===== config.mk =====
export PLATFORM = sky130hd
export DESIGN_NAME = led_display_arbiter
export DESIGN_NICKNAME = d
export VERILOG_FILES = /design/src/rtl/led_disp_pkg.sv /design/src/rtl/led_display_arbiter_blink.sv /design/src/rtl/led_display_arbiter.sv
export SDC_FILE = /design/constraint.sdc
export NUM_CORES = 1
export LEC_CHECK = 0
export BUFFER_PORTS_ARGS = -buffer_cell sky130_fd_sc_hd__buf_2
export CAP_MARGIN = 20
export CORE_MARGIN = 5
export CORE_UTILIZATION = 58
export CTS_BUF_LIST = sky130_fd_sc_hd__clkbuf_4 sky130_fd_sc_hd__clkbuf_8
export DETAILED_ROUTE_END_ITERATION = 8
export GPL_TIMING_DRIVEN = 0
export PLACE_DENSITY = 0.82
export SETUP_SLACK_MARGIN = 0.2
export SYNTH_ARGS = -nofsm -noshare
export SYNTH_HDL_FRONTEND = slang
export SYNTH_SLANG_ARGS = --single-unit

===== constraint.sdc =====
create_clock -name clk -period 3.6 [get_ports clk]
set_clock_uncertainty 0.1 [all_clocks]
set_input_delay 0.72 -clock clk [delete_from_list [all_inputs] [get_ports clk]]
set_output_delay 0.72 -clock clk [all_outputs]
set_load 0.1 [all_outputs]

===== src/rtl/led_disp_pkg.sv =====
// Shared types and helpers for the LED display arbiter.
package led_disp_pkg;

  typedef enum logic [1:0] {
    IDLE = 2'd0,
    HOLD = 2'd1,
    OWN  = 2'd2
  } state_e;

  localparam int N_SRC     = 3;
  localparam int SRC_POS   = 0;
  localparam int SRC_SPI   = 1;
  localparam int SRC_FAULT = 2;

  function automatic int unsigned ms_to_cycles(input int unsigned clk_hz,
                                               input int unsigned ms);
    return clk_hz / 1000 * ms;
  endfunction

  // Highest-index requester wins (fault > SPI > position).
  function automatic logic [N_SRC-1:0] prio_pick(input logic [N_SRC-1:0] req);
    logic [N_SRC-1:0] pick;
    pick = '0;
    if (req[SRC_FAULT])    pick[SRC_FAULT] = 1'b1;
    else if (req[SRC_SPI]) pick[SRC_SPI]   = 1'b1;
    else if (req[SRC_POS]) pick[SRC_POS]   = 1'b1;
    return pick;
  endfunction

  // Sources strictly above the one-hot owner.
  function automatic logic [N_SRC-1:0] higher_mask(input logic [N_SRC-1:0] owner);
    logic [N_SRC-1:0] m;
    logic seen;
    m    = '0;
    seen = 1'b0;
    for (int i = 0; i < N_SRC; i++) begin
      m[i] = seen;
      if (owner[i]) seen = 1'b1;
    end
    return m;
  endfunction

endpackage


===== src/rtl/led_display_arbiter_blink.sv =====
// Free-running blink phase generator; restart forces a fresh visible phase.
module led_blink_gen #(
  parameter int unsigned BLINK_CYC = 2
) (
  input  logic clk,
  input  logic rst,
  input  logic run_i,
  input  logic restart_i,
  output logic phase_d_o
);
  localparam int CW = $clog2(BLINK_CYC + 1);
  localparam logic [CW-1:0] CNT_LAST = CW'(BLINK_CYC - 1);

  logic [CW-1:0] cnt_q, cnt_d;
  logic          phase_q, phase_d;

  always_comb begin
    cnt_d   = cnt_q;
    phase_d = phase_q;
    if (restart_i) begin
      cnt_d   = '0;
      phase_d = 1'b1;
    end else if (run_i) begin
      if (cnt_q == CNT_LAST) begin
        cnt_d   = '0;
        phase_d = ~phase_q;
      end else begin
        cnt_d = cnt_q + 1'b1;
      end
    end
  end

  always_ff @(posedge clk) begin
    if (rst) begin
      cnt_q   <= '0;
      phase_q <= 1'b1;
    end else begin
      cnt_q   <= cnt_d;
      phase_q <= phase_d;
    end
  end

  // Next-phase output lets the parent register led_on in the same edge as grant.
  assign phase_d_o = phase_d;

endmodule


===== src/rtl/led_display_arbiter.sv =====
// Priority arbiter with minimum hold time sharing the 16-LED array between
// position, SPI and fault pattern sources; feeds the LED PWM dimmer.
//   state | meaning
//   IDLE  | no owner, LEDs dark
//   HOLD  | owner granted, minimum display time running
//   OWN   | hold expired, owner keeps display while requesting
module led_display_arbiter
  import led_disp_pkg::*;
#(
  parameter int unsigned CLK_HZ        = 100000000,
  parameter int unsigned HOLD_MS       = 200,
  parameter int unsigned BLINK_HALF_MS = 250
) (
  input  logic                 clk,
  input  logic                 rst,
  input  logic [N_SRC-1:0]     src_req,
  input  logic [16*N_SRC-1:0]  src_pattern,
  input  logic [N_SRC-1:0]     src_blink,
  output logic [15:0]          led_on,
  output logic [N_SRC-1:0]     grant,
  output logic                 busy
);
  localparam int unsigned HOLD_CYC  = ms_to_cycles(CLK_HZ, HOLD_MS);
  localparam int unsigned BLINK_CYC = ms_to_cycles(CLK_HZ, BLINK_HALF_MS);
  localparam int HW = $clog2(HOLD_CYC + 1);
  localparam logic [HW-1:0] HOLD_LOAD = HW'(HOLD_CYC - 1);

  if (HOLD_CYC < 1) begin : g_bad_hold
    $error("led_display_arbiter: hold time rounds to zero cycles");
  end
  if (BLINK_CYC < 1) begin : g_bad_blink
    $error("led_display_arbiter: blink half-period rounds to zero cycles");
  end

  state_e           state_q, state_d;
  logic [N_SRC-1:0] grant_q, grant_d;
  logic [HW-1:0]    hold_q, hold_d;
  logic [15:0]      latched_q, latched_d;
  logic [15:0]      led_q, led_d;
  logic             busy_q;

  logic             owner_req, hi_req, do_arb, new_req, new_blink, phase_d;
  logic [15:0]      new_pat;

  assign owner_req = |(src_req & grant_q);
  assign hi_req    = |(src_req & higher_mask(grant_q));

  always_comb begin
    state_d = state_q;
    grant_d = grant_q;
    hold_d  = hold_q;
    do_arb  = 1'b0;
    unique case (state_q)
      IDLE: do_arb = |src_req;
      HOLD: begin
        if (hi_req)             do_arb = 1'b1;
        else if (hold_q == '0) begin
          if (owner_req) state_d = OWN;
          else           do_arb  = 1'b1;
        end else         hold_d  = hold_q - 1'b1;
      end
      OWN:  do_arb = hi_req || !owner_req;
      default: do_arb = 1'b1;
    endcase
    if (do_arb) begin
      grant_d = prio_pick(src_req);
      if (|grant_d) begin
        state_d = HOLD;
        hold_d  = HOLD_LOAD;
      end else begin
        state_d = IDLE;
        hold_d  = '0;
      end
    end
  end

  always_comb begin
    new_pat   = '0;
    new_req   = 1'b0;
    new_blink = 1'b0;
    for (int i = 0; i < N_SRC; i++) begin
      if (grant_d[i]) begin
        new_pat   = src_pattern[16*i +: 16];
        new_req   = src_req[i];
        new_blink = src_blink[i];
      end
    end
  end

  // Pattern freezes once the owner lets go, so a short pulse stays visible.
  always_comb begin
    latched_d = latched_q;
    if (grant_d == '0) latched_d = '0;
    else if (new_req)  latched_d = new_pat;
    led_d = latched_d & {16{phase_d | ~new_blink}};
  end

  led_blink_gen #(.BLINK_CYC(BLINK_CYC)) u_blink (
    .clk       (clk),
    .rst       (rst),
    .run_i     (|grant_q),
    .restart_i (grant_d != grant_q),
    .phase_d_o (phase_d)
  );

  always_ff @(posedge clk) begin
    if (rst) begin
      state_q   <= IDLE;
      grant_q   <= '0;
      hold_q    <= '0;
      latched_q <= '0;
      led_q     <= '0;
      busy_q    <= 1'b0;
    end else begin
      state_q   <= state_d;
      grant_q   <= grant_d;
      hold_q    <= hold_d;
      latched_q <= latched_d;
      led_q     <= led_d;
      busy_q    <= |grant_d;
    end
  end

  assign led_on = led_q;
  assign grant  = grant_q;
  assign busy   = busy_q;

endmodule


==> Yosys cells after proc, flatten, opt, wreduce, memory -nomap -nowiden <==
Index checks and enable logic that the tools add are counted.
{ "totals": {"reg_bits": 89, "in_bits": 56, "output_inout_bits": 20, "elab_cells": 79} }
{ "classes": {"add_sub_neg": 2, "eq_ne": 6, "mux": 40, "bitwise_logic": 6, "reduce_logical": 17} }
{ "op_table": {"columns": ["op", "n"], "rows": [
  ["two-way mux 25 bit", 6],
  ["two-way mux 16 bit", 5],
  ["adder 25 x 1 -> 25 bit, second input constant", 1],
  ["== test 25 bit, second input constant", 1],
  ["zero test 25 bit", 1],
  ["subtractor 25 x 1 -> 25 bit, second input constant", 1],
  ["two-way mux 1 bit", 20],
  ["OR reduction 3 bit", 6],
  ["bitwise AND 16 bit", 1],
  ["two-way mux 2 bit", 7],
  ["bitwise AND 3 bit", 2],
  ["nonzero test 2 bit", 3],
  ["AND reduction 4 bit", 1],
  ["zero test 3 bit", 1],
  ["two-way mux 3 bit", 1],
  ["inequality test 3 bit", 1],
  ["case mux 1 bit (3 select lines)", 1],
  ["AND reduction 3 bit", 1],
  ["== test 2 x 1 -> 1 bit, second input constant", 1],
  ["== test 2 bit, second input constant", 1],
  ["zero test 2 bit", 1],
  ["inequality test 2 x 1 -> 1 bit, second input constant", 1],
  ["inequality test 2 bit, second input constant", 1],
  ["inverter 1 bit", 2],
  ["4 further kinds", 4]
]} }

==> Logic depth before layout (Yosys ltp) <==
Gate-level depths: netlist (run 1).
{ "logic_depth": {"depth_word": 14, "ltp_mapped": 12, "ltp_nobuf": 9} }

==> By module <==
Synthesis (run 1) repeated with hierarchy kept, for this count alone.
{ "hier_totals": {"hier_cells": 457, "hier_area_um2": 4227.8} }
{ "modules_own_cells": {"columns": ["mod", "instances", "cells_each", "area_per_inst_um2", "seq_area_each_um2"], "rows": [
  ["led_display_arbiter", 1, 316, 2997.9, 1261.2],
  ["led_blink_gen", 1, 141, 1229.9, 520.5]
]} }

==> Least setup slack after synthesis (run 1) <==
OpenSTA, ideal clock, no wires.
{ "synth_path": {"path_kind": "register -> register", "startpoint": "register grant_q[2], in the netlist grant[2]", "endpoint": "register led_q[10], in the netlist led_on[10]", "setup_ps": 114, "arrival_time_ps": 3281, "t_required_ps": 3386, "setup_slack_ps": 105, "stages_incl_launch_ff": 11, "path_buffers": 3, "synth_period_minus_slack_ps": 3495, "path_cell_list": "dfxtp_1 buf_2 nor3_1 nand4bb_1 clkbuf_1 nor4b_1 xnor2_1 a21bo_2 a311oi_4 buf_4 nor2b_1"} }
{ "synth_between": {"elab_chain_cells": 13, "word_cells_on_any_way": 28, "classes_between": "eq/ne (1); mux (18); bitwise (4); reduce/logical (5)"} }
{ "synth_lines": {"columns": ["item", "line", "rtl"], "rows": [
  ["start, declared", "led_display_arbiter.sv:36", "logic [N_SRC-1:0] grant_q, grant_d;"],
  ["start signal, assigned", "led_display_arbiter.sv:116", "grant_q <= grant_d;"],
  ["bitwise AND 3 bit", "led_display_arbiter.sv:45", "assign owner_req = |(src_req & grant_q);"],
  ["OR reduction 3 bit", "led_display_arbiter.sv:45", null],
  ["two-way mux 1 bit", "led_display_arbiter.sv:58", "if (owner_req) state_d = OWN;"],
  ["two-way mux 1 bit", "led_display_arbiter.sv:57", "else if (hold_q == '0) begin"],
  ["two-way mux 1 bit", "led_display_arbiter.sv:56", "if (hi_req) do_arb = 1'b1;"],
  ["case mux 1 bit (3 select lines)", "led_display_arbiter.sv:53", "unique case (state_q)"],
  ["two-way mux 3 bit", "led_display_arbiter.sv:65", "if (do_arb) begin"],
  ["two-way mux 16 bit or two-way mux 1 bit (tied branches) (3 in a row)", "led_display_arbiter.sv:82", "if (grant_d[i]) begin"],
  ["two-way mux 16 bit or inverter 1 bit (tied branches)", "led_display_arbiter.sv:94, led_display_arbiter.sv:95", null],
  ["two-way mux 16 bit or OR 1 bit (tied branches)", "led_display_arbiter.sv:93, led_display_arbiter.sv:95", null],
  ["bitwise AND 16 bit (*)", "led_display_arbiter.sv:95", "led_d = latched_d & {16{phase_d | ~new_blink}};"],
  ["end signal, assigned", "led_display_arbiter.sv:119", "led_q <= led_d;"],
  ["end, declared", "led_display_arbiter.sv:39", "logic [15:0] led_q, led_d;"]
]} }
Mark *: on every way between the ends. The rest lies on a longest branch, timed or not.
A chain may end at the register's enable or synchronous reset.

==> Final worst setup path (run 1) <==
{ "layout_path": {"startpoint": "input port src_req[2]", "endpoint": "register led_q[6], in the netlist led_on[6]"} }
{ "layout_between": {"elab_chain_cells": 13, "word_cells_on_any_way": 33, "classes_between": "eq/ne (1); mux (21); bitwise (5); reduce/logical (6)"} }
{ "layout_lines": {"columns": ["item", "line", "rtl"], "rows": [
  ["start, declared", "led_display_arbiter.sv:16", "input logic [N_SRC-1:0] src_req,"],
  ["bitwise AND 3 bit", "led_display_arbiter.sv:45", null],
  ["OR reduction 3 bit", "led_display_arbiter.sv:45", null],
  ["two-way mux 1 bit", "led_display_arbiter.sv:58", null],
  ["two-way mux 1 bit", "led_display_arbiter.sv:57", null],
  ["two-way mux 1 bit", "led_display_arbiter.sv:56", null],
  ["case mux 1 bit (3 select lines)", "led_display_arbiter.sv:53", null],
  ["two-way mux 3 bit", "led_display_arbiter.sv:65", null],
  ["two-way mux 16 bit or two-way mux 1 bit (tied branches) (3 in a row)", "led_display_arbiter.sv:82", null],
  ["two-way mux 16 bit or inverter 1 bit (tied branches)", "led_display_arbiter.sv:94, led_display_arbiter.sv:95", null],
  ["two-way mux 16 bit or OR 1 bit (tied branches)", "led_display_arbiter.sv:93, led_display_arbiter.sv:95", null],
  ["bitwise AND 16 bit (*)", "led_display_arbiter.sv:95", null]
]} }
Mark *: on every way between the ends. The rest lies on a longest branch, timed or not. The select of a mux whose other input is x is not followed.

==> results of run 1 <==
[final cells by class]
| class | instances | area [um2] |
|---|---|---|
| multi-input cells | 399 | 2710 |
| clock buffers | 11 | 145 |
| clock inverters | 5 | 62.6 |
| repair buffers | 74 | 370 |
| flip-flops and latches | 89 | 1780 |
| well taps | 105 | 131 |
| plain buffers | 35 | 189 |
| inverters | 22 | 82.6 |
| fillers | 679 | 2620 |
[worst paths after layout]
path,endpoint,slack (ps),cells after the start
max,led_on[6],330,11
min,latched_q[15],360,2
max reg2reg,led_on[6],420,9
min reg2reg,latched_q[15],360,2
[kinds of logic (layout without fill, tap and decap cells)]
group / Yosys count / in the layout / synth area share
and+or+nand+nor: 216 / 216 / 0.257
AOI/OAI and AO/OA: 133 / 133 / 0.215
DFF: 89 / 89 / 0.376
buffers and inverters: 57 / 147 / 0.0570
xor gates and xnor gates: 46 / 46 / 0.0850
adders and majority gates: 3 / 3 / 0.00792
muxes: 1 / 1 / 0.00211
[registers in the layout, summed over array words and instances (netlist names)]
signal / cells
state_q: 2
busy: 1
u_blink.phase_q: 1
latched_q: 16
led_on: 16
hold_q: 25
u_blink.cnt_q: 25
grant: 3
[stage by stage]
step,instance area (um2),std cells,util
floorplan,4740,545,-
CTS,5450,740,0.674
detailed placement,5250,724,0.648
finish,5470,740,0.676
global placement,5250,724,0.648
global route,5470,740,0.676
[worst min-delay path, stage by stage, from the launching register on]
cell and delay [ps]:
dfxtp_1 310, inv_1 50, a221oi_2 60
[cell usage in the layout (no fill, tap or decap), types with 4 or more instances in the layout]
cell type  netlist  final
a21oi_1         40     40
a221oi_1        21     21
a221oi_2        11     11
and2_1          20     20
and3_1           5      5
buf_2            9     83
buf_4            6      6
clkbuf_1        16     15
clkbuf_8         0     10
dfxtp_1         89     87
inv_1           22     22
nand2_1         27     27
nand2b_1         5      5
nand3_1         27     27
nand4_1          6      6
nor2_1          56     56
nor2b_1         17     17
nor3_1          14     13
nor4_1           6      6
o211ai_1        16     16
o21ai_0         16     16
o21ai_1         10     10
or3_1            7      7
or4_1            4      4
xnor2_1         23     23
xor2_1          23     23
[per-layer routing]
| layer | wire length, um | GRT usage |
|---|---|---|
| met5 | 0 | 0 |
| met4 | 220 | 0.0694 |
| met3 | 721 | 0.0452 |
| met2 | 5620 | 0.382 |
| met1 | 5120 | 0.311 |
[report_power, final]
part           total (mW)  internal (mW)  switching [mW]  leakage, nW
sequential           1.11           1.06          0.0426        0.730
clock               0.716          0.353           0.363        0.100
combinational       0.704          0.207           0.498         1.23
==> impl_metrics.tcl, run 1 <==
set metrics [dict create \
    hpwl_mm 8.69 \
    synth.avg_cell_area_um2 8.70 \
    slowest_delay_ps 530 \
    critPathTopFamily "compound AO/OA/AOI/OAI gates" \
    path_max_fanout 10 \
    cts_tree "done" \
    dieArea_mm2 0.0101 \
    pre_cts_slack_ps -27.1 \
    routed_wl_mm 11.7 \
    r2r_start "grant[1]" \
    grt_max_degree 16 \
    nNetsFinal 689 \
    ys_top_cells_by_count "dfxtp_1, nor2_1, a21oi_1" \
    viasPerCell 5.80 \
    place_congestion 0.909 \
    critical_path.cell_chain "buf_2, buf_2, or2_2, o211a_2, o211ai_4, and3_1, buf_4, o21ai_1, a311oi_4, buf_4, nor2b_1" \
    grt_pass1_wl_mm 19.1 \
    setup_viol 0 \
    finalCriticalPeriod_ps 3270 \
    ys.flop_type "dfxtp_1" \
    peakVddDrop_uv 259 \
    syn_area_mm2 0.00474 \
    grt_usage 0.233 \
    synth_edf_count 0 \
    end_kind "flop" \
    start_kind "input port" \
    synthTopCellsByArea "dfxtp_1, nor2_1, xnor2_1, xor2_1, a21oi_1" \
    syn_inst 545 \
    ant_nets 0 \
    port_buffers 74 \
    tightest_slew_ps 843 \
    cts_setup_buffers 0 \
    max_slew_margin 0.429 \
    power_mw 2.53 \
    synth_top_area_share 0.376 \
    htreeDepth 3 \
    antenna_cells 0 \
    fin_setup_tns_ps 0 \
    cp_slowest_cell "a311oi_4" \
    clk_latency_ps 360 \
    firstDrtPassIters 5 \
    num_rows 33 \
    power_density_mw_per_mm2 462 \
    yosysTopAreaCell "dfxtp_1" \
    timing.final.ws_setup_ps 329 \
    dieHeight_um 100 \
    vias 4290 \
    yosys_warnings 0 \
    start_util 0.586 \
    clkTransAtPathRegs_ps 90 \
    cts_buffers 9 \
    drc 0 \
    netlist-cell-type-count 62 \
    fin_crit_sh 0.909 \
    cts_resized 0 \
    cts-root-buf "clkbuf_8" \
    drt_iter0_markers 320 \
    hold_buffers 0 \
    drive_above_1_share 0.231 \
    status "complete, no violations" \
    core_region_area_mm2 0.00809 \
    hold_viol_final 0 \
    antenna_found_initial 0 \
    rsz0062_at_grt "false" \
    timing.hold.ws_ps 359 \
    synth.most_common_cell "dfxtp_1" \
    synth-seq-cells 89 \
    ys_async_sr_fraction 0 \
    startpoint "src_req[2]" \
    ys_seq_area_frac 0.376 \
    synth_nets 604 \
    overflow 0 \
    crit_arrival_ps 3420 \
    chipWidth_um 100 \
    io-pin-count 76 \
    min_from "latched_q[15]" \
    crit_buf_inv 4 \
    p_leak_nw 2.06 \
    critical_path_class "input port to flop" \
    worst_ep_required_time_ps 3750 \
    area_growth_pct 15.4 \
    max_freq_ghz 0.306 \
    drv_slew 0 \
    grt_pass1_vias 4007 \
    hp-class "flop to flop" \
    drv_cap 0 \
    cts_sinks 89 \
    cts_buffer_depth 2 \
    wire_per_inst_um 15.8 \
]
Note: power is estimated with default switching activity, not from simulation.
==> inputs of run 2 (changes only) <==
==> constraint.sdc (replaced) <==
create_clock -name clk -period 3.5 [get_ports clk]
set_clock_uncertainty 0.1 [all_clocks]
set_input_delay 0.525 -clock clk [delete_from_list [all_inputs] [get_ports clk]]
set_output_delay 0.525 -clock clk [all_outputs]
set_load 0.02 [all_outputs]
==> run 2 against run 1 <==
Setup slack worse by 32 ps; register-to-register slack worse by 120 ps; highest routed layer unchanged; via count rose by 0.96%; largest power group unchanged; sequential cell count did not move.
==> impl_metrics.tcl, run 2 (synthesis results as in run 1) <==
set metrics [dict create \
    setup_viol 0 \
    path_max_fanout 10 \
    drive_above_1_share 0.232 \
    finalCriticalPeriod_ps 3200 \
    hp-class "input port to flop" \
    slowest_delay_ps 550 \
    ant_nets 0 \
    worst_ep_required_time_ps 3670 \
    firstDrtPassIters 5 \
    place_area_mm2 0.00524 \
    end_kind "flop" \
    cts_buffer_depth 2 \
    critical_path.cell_chain "or4bb_1, o211a_2, o211ai_4, buf_6, nand4b_4, buf_4, a221oi_1, a221oi_2, nor2b_1" \
    cp_slowest_cell "dfxtp_1" \
    p_leak_nw 2.05 \
    crit_arrival_ps 3370 \
    htreeDepth 3 \
    tightest_slew_ps 841 \
    rsz0062_at_grt "false" \
    port_buffers 74 \
    routed_wl_mm 11.8 \
    cts_sinks 89 \
    core_region_area_mm2 0.00809 \
    crit_buf_inv 2 \
    cts-root-buf "clkbuf_8" \
    cts_buffers 9 \
    fin_setup_tns_ps 0 \
    overflow 0 \
    drt_iter0_markers 309 \
    timing.final.ws_setup_ps 297 \
    antenna_found_initial 0 \
    final_cell_mix "dfxtp_1, buf_2, nor2_1" \
    cts_tree "done" \
    finalInstanceArea_mm2 0.00545 \
    hold_viol_final 0 \
    clkTransAtPathRegs_ps 90 \
    critPathTopFamily "compound AO/OA/AOI/OAI gates" \
    drc 0 \
    hpwl_mm 8.69 \
    grt_pass1_vias 4166 \
    reg_top3 "hold_q: 25 flops, u_blink.cnt_q: 25 flops" \
    area_growth_pct 14.9 \
    vias 4331 \
    drv_cap 0 \
    max_freq_ghz 0.312 \
    io-pin-count 76 \
    peakVddDrop_uv 236 \
    regToRegSetupSlack_ps 300 \
    grt_max_degree 16 \
    clk_latency_ps 360 \
    timing.hold.ws_ps 348 \
    fin_crit_sh 0.915 \
    max_slew_margin 0.431 \
    drv_slew 0 \
    nNetsFinal 691 \
    power_density_mw_per_mm2 426 \
    start_kind "flop" \
    final_common_cell "dfxtp_1" \
    chipWidth_um 100 \
    pre_cts_slack_ps 47.6 \
    antenna_cells 0 \
    dieArea_mm2 0.0101 \
    place_congestion 0.900 \
    viasPerCell 5.84 \
    grt_usage 0.239 \
    start_util 0.586 \
    hold_buffers 0 \
    critical_path_class "flop to flop" \
    wire_per_inst_um 15.9 \
    num_rows 33 \
    grt_pass1_wl_mm 19.5 \
    status "complete, no violations" \
    dieHeight_um 100 \
]
-- run 2: cell types whose count changed in the layout (fill, tap and decap cells not counted), moves of 2 or more --
cell	change
buf_4	+2
dfxtp_1	+2
dfxtp_2	-2
clkinv_2	+3
-- run 2: worst min-delay path, stage by stage --
cell and delay [ps]:
buf_2 90, o21ai_0 60, a221oi_1 80
-- run 2: repair_timing --
item	in CTS	in global routing
setup buffers	0	2
resized for setup	0	6
setup endpoints to repair	0	10
endpoints found under the hold margin	0	0
-- run 2: worst paths after layout --
check | from | end | depth (start not counted)
hold / removal | src_pattern[19] | latched_q[3] | 3
hold reg to reg | latched_q[15] | latched_q[15] | 2
setup reg to reg | grant[1] | led_on[12] | 9
setup / recovery | grant[1] | led_on[12] | 9
-- run 2: cell type report --
class / count / area [um2]
multi-input cells: 399 / 2710
fillers: 707 / 2640
well taps: 105 / 131
clock inverters: 7 / 46.3
plain buffers: 35 / 189
clock buffers: 9 / 124
flip-flops and latches: 89 / 1780
repair buffers: 76 / 385
inverters: 22 / 82.6
-- run 2: power by group --
group / internal, mW / total (mW) / switching [mW]
combinational: 0.215 / 0.547 / 0.332
clock: 0.256 / 0.636 / 0.379
sequential: 1.09 / 1.14 / 0.0443
-- run 2: stage by stage --
stage	std cells	power (mW)	utilization
floorplan	545	1.54	-
global route	742	2.45	0.673
CTS	740	2.32	0.669
detailed placement	724	1.70	0.648
finish	742	2.32	0.673
global placement	724	1.68	0.648
-- run 2: metal layers --
metal	vias up	share of wire	track usage
li1	2121	-	-
met1	2073	0.44	0.316
met2	110	0.49	0.390
met3	27	0.051	0.0431
met4	0	0.023	0.0881
met5	-	0	0
==> inputs of run 3 (changes only) <==
- BUFFER_PORTS_ARGS: -buffer_cell sky130_fd_sc_hd__buf_2 -> unset
- CTS_BUF_LIST: sky130_fd_sc_hd__clkbuf_4 sky130_fd_sc_hd__clkbuf_8 -> sky130_fd_sc_hd__clkbuf_4 sky130_fd_sc_hd__clkbuf_8 sky130_fd_sc_hd__clkbuf_16
- DONT_BUFFER_PORTS: unset -> 1
- PLACE_DENSITY: 0.82 -> 0.74
- SYNTH_HIERARCHICAL: unset -> 1
==> run 3 against run 2 <==
Maximum frequency up 3.0%; via count down 23%; final area down 16%; critical path type unchanged; critical endpoint is now led_on[1].
==> impl_metrics.tcl, run 3 <==
set metrics [dict create \
    status "complete, no violations" \
    nNetsFinal 529 \
    yosysTopAreaCell "dfxtp_1" \
    vias 3348 \
    place_congestion 0.870 \
    synth_edf_count 0 \
    setup_viol 0 \
    syn_area_mm2 0.00423 \
    p_switching_mw 0.694 \
    ys_top_cells_by_count "dfxtp_1, nor2_1, a21oi_1" \
    p_leak_nw 1.52 \
    wire_per_inst_um 15.8 \
    max_freq_ghz 0.321 \
    yosys_warnings 6 \
    drive_above_1_share 0.183 \
    io-pin-count 76 \
    core_region_area_mm2 0.00718 \
    viasPerCell 5.83 \
    routed_wl_mm 9.07 \
    max_slew_margin 0.668 \
    port_buffers 0 \
    critical_path_class "flop to flop" \
    regToRegSetupSlack_ps 390 \
    synth-xor-area-share 0.0725 \
    netlist-cell-type-count 58 \
    power_frac_seq 0.528 \
    hp-class "input port to flop" \
    cts_tree "done" \
    synth.most_common_cell "dfxtp_1" \
    ys_seq_area_frac 0.421 \
    final_cell_mix "dfxtp_1, nor2_1, a21oi_1" \
    cts-root-buf "clkbuf_8" \
    rsz0062_at_grt "false" \
    grt_pass1_vias 3355 \
    timing.final.ws_setup_ps 389 \
    peakVddDrop_uv 268 \
    synth-seq-cells 89 \
    num_rows 31 \
    pre_cts_slack_ps -226 \
    clk_latency_ps 350 \
    area_growth_pct 8.32 \
    reg_top3 "hold_q: 25 flops, u_blink/cnt_q: 25 flops" \
    overflow 0 \
    drv_slew 0 \
    yosys.area_share.simple 0.252 \
    grt_usage 0.212 \
    synth_top_area_share 0.421 \
    n_fill_cell 629 \
    synth.avg_cell_area_um2 9.25 \
    firstDrtPassIters 4 \
    synth-compound-area-share 0.183 \
    start_kind "flop" \
    dieArea_mm2 0.00910 \
    ys.flop_type "dfxtp_1" \
    antenna_cells 0 \
    combPwrFrac 0.191 \
    path_max_fanout 10 \
    drc 0 \
    synth_fa_ha_area_frac 0.00888 \
    tightest_slew_ps 495 \
    grt_max_degree 15 \
    drt_iter0_markers 205 \
    slowest_delay_ps 380 \
    synth_nets 516 \
    end_kind "flop" \
    fin_crit_sh 0.889 \
    critical_path.cell_chain "buf_2, or2_2, a211oi_2, a311oi_2, a21oi_4, buf_6, clkbuf_2, buf_4, nor2_1, nand3b_1, o31ai_4, buf_6, nor2_2" \
    hpwl_mm 6.66 \
    grt_pass1_wl_mm 15.1 \
    hold_viol_final 0 \
    crit_arrival_ps 3260 \
    swShare 0.309 \
    worst_ep_required_time_ps 3650 \
    hold_buffers 0 \
    final_common_cell "dfxtp_1" \
    start_util 0.589 \
    power_mw 2.24 \
    ys_async_sr_fraction 0 \
    p_clk_frac 0.282 \
    drv_cap 0 \
    synthTopCellsByArea "dfxtp_1, nor2_1, xnor2_1, or3_1, a21oi_1" \
    fin_setup_tns_ps 0 \
    cts_buffers 9 \
    dieHeight_um 95.4 \
    syn_inst 457 \
    finalCriticalPeriod_ps 3110 \
    synth_mux_area_frac 0.0260 \
    htreeDepth 3 \
    crit_buf_inv 5 \
    cts_buffer_depth 2 \
    power_density_mw_per_mm2 490 \
    p_int_mw 1.55 \
    clkTransAtPathRegs_ps 90 \
    synth_top_family_by_area "simple AND/OR/NAND/NOR gates" \
    crit_path_frequent_cell "buf_6" \
    cts_sinks 89 \
    critPathTopFamily "buffers and inverters" \
    chipWidth_um 95.4 \
    cp_slowest_cell "dfxtp_2" \
    ant_nets 0 \
    antenna_found_initial 0 \
]
[run 3: changes by cell type after synthesis, sizes merged, moves of 14 or more]
cell    change
and2       -20
o211ai     -16
o221ai     +17
nand3      -15
a221oi     -31
or3        +22
a22o       +16
nor2b      -14
nor2       +15
o21ai      -14
[run 3: cell type report]
class	count	area [um2]	share of cell area
Tap cell	99	124	0.0270
Timing Repair Buffer	2	15.0	0.00328
Clock inverter	5	32.5	0.00710
Multi-Input combinational cell	338	2320	0.508
Sequential cell	89	1790	0.390
Buffer	21	125	0.0273
Clock buffer	11	139	0.0303
Inverter	9	33.8	0.00738
[run 3: per-layer routing]
metal  global-route usage  up-vias  share of wire
li1                     -     1697              -
met1                0.248     1570           0.45
met2                0.355       66           0.47
met3               0.0616       15          0.066
met4                0.101        0          0.022
met5                    0        -              0
[run 3: final timing paths]
path,endpoint,cells past startpoint,from
worst min-delay path,grant[2],1,rst
worst min register to register,u_blink/cnt_q[23],2,u_blink/cnt_q[23]
worst max-delay path,led_on[1],13,grant[0]
worst max register to register,led_on[1],13,grant[0]
[run 3: cells by family after synthesis]
family	Yosys count
AO/OA/AOI/OAI	98
XOR/XNOR	35
adder cells (fa/ha/maj)	3
buffers and inverters	30
flip-flops	89
multiplexers	7
AND/OR/NAND/NOR	195
[run 3: through the flow]
step	instance area, um2	util	std cells	hold WS (ps)
final	4580	0.638	574	125
after global routing	4580	0.638	574	104
after global placement	4350	0.607	556	378
after detailed placement	4350	0.607	556	391
after CTS	4560	0.636	574	121
after floorplan	4230	-	457	354
[run 3: timing repair]
item	4_1_cts	5_1_grt
pin swaps	1	0
buffers inserted	2	0
endpoints found under the setup margin	40	40
gates cloned	0	0
resized for setup	5	8
[run 3: worst reg2reg max path, stage by stage (launching register included)]
cell and delay [ps]:
dfxtp_2 380, buf_2 180, or2_2 330, a211oi_2 290, a311oi_2 110, a21oi_4 160, buf_6 160, clkbuf_2 230
buf_4 230, nor2_1 90, nand3b_1 210, o31ai_4 270, buf_6 210, nor2_2 60
[run 3: power by group through the flow]
stage / sequential (mW) / combinational, mW / clock, mW
5_1_grt: 1.20 / 0.475 / 0.693
3_5_place_dp: 1.21 / 0.415 / 0
6_report: 1.18 / 0.428 / 0.632
3_3_place_gp: 1.20 / 0.409 / 0
4_1_cts: 1.18 / 0.426 / 0.640
2_1_floorplan: 1.19 / 0.346 / 0
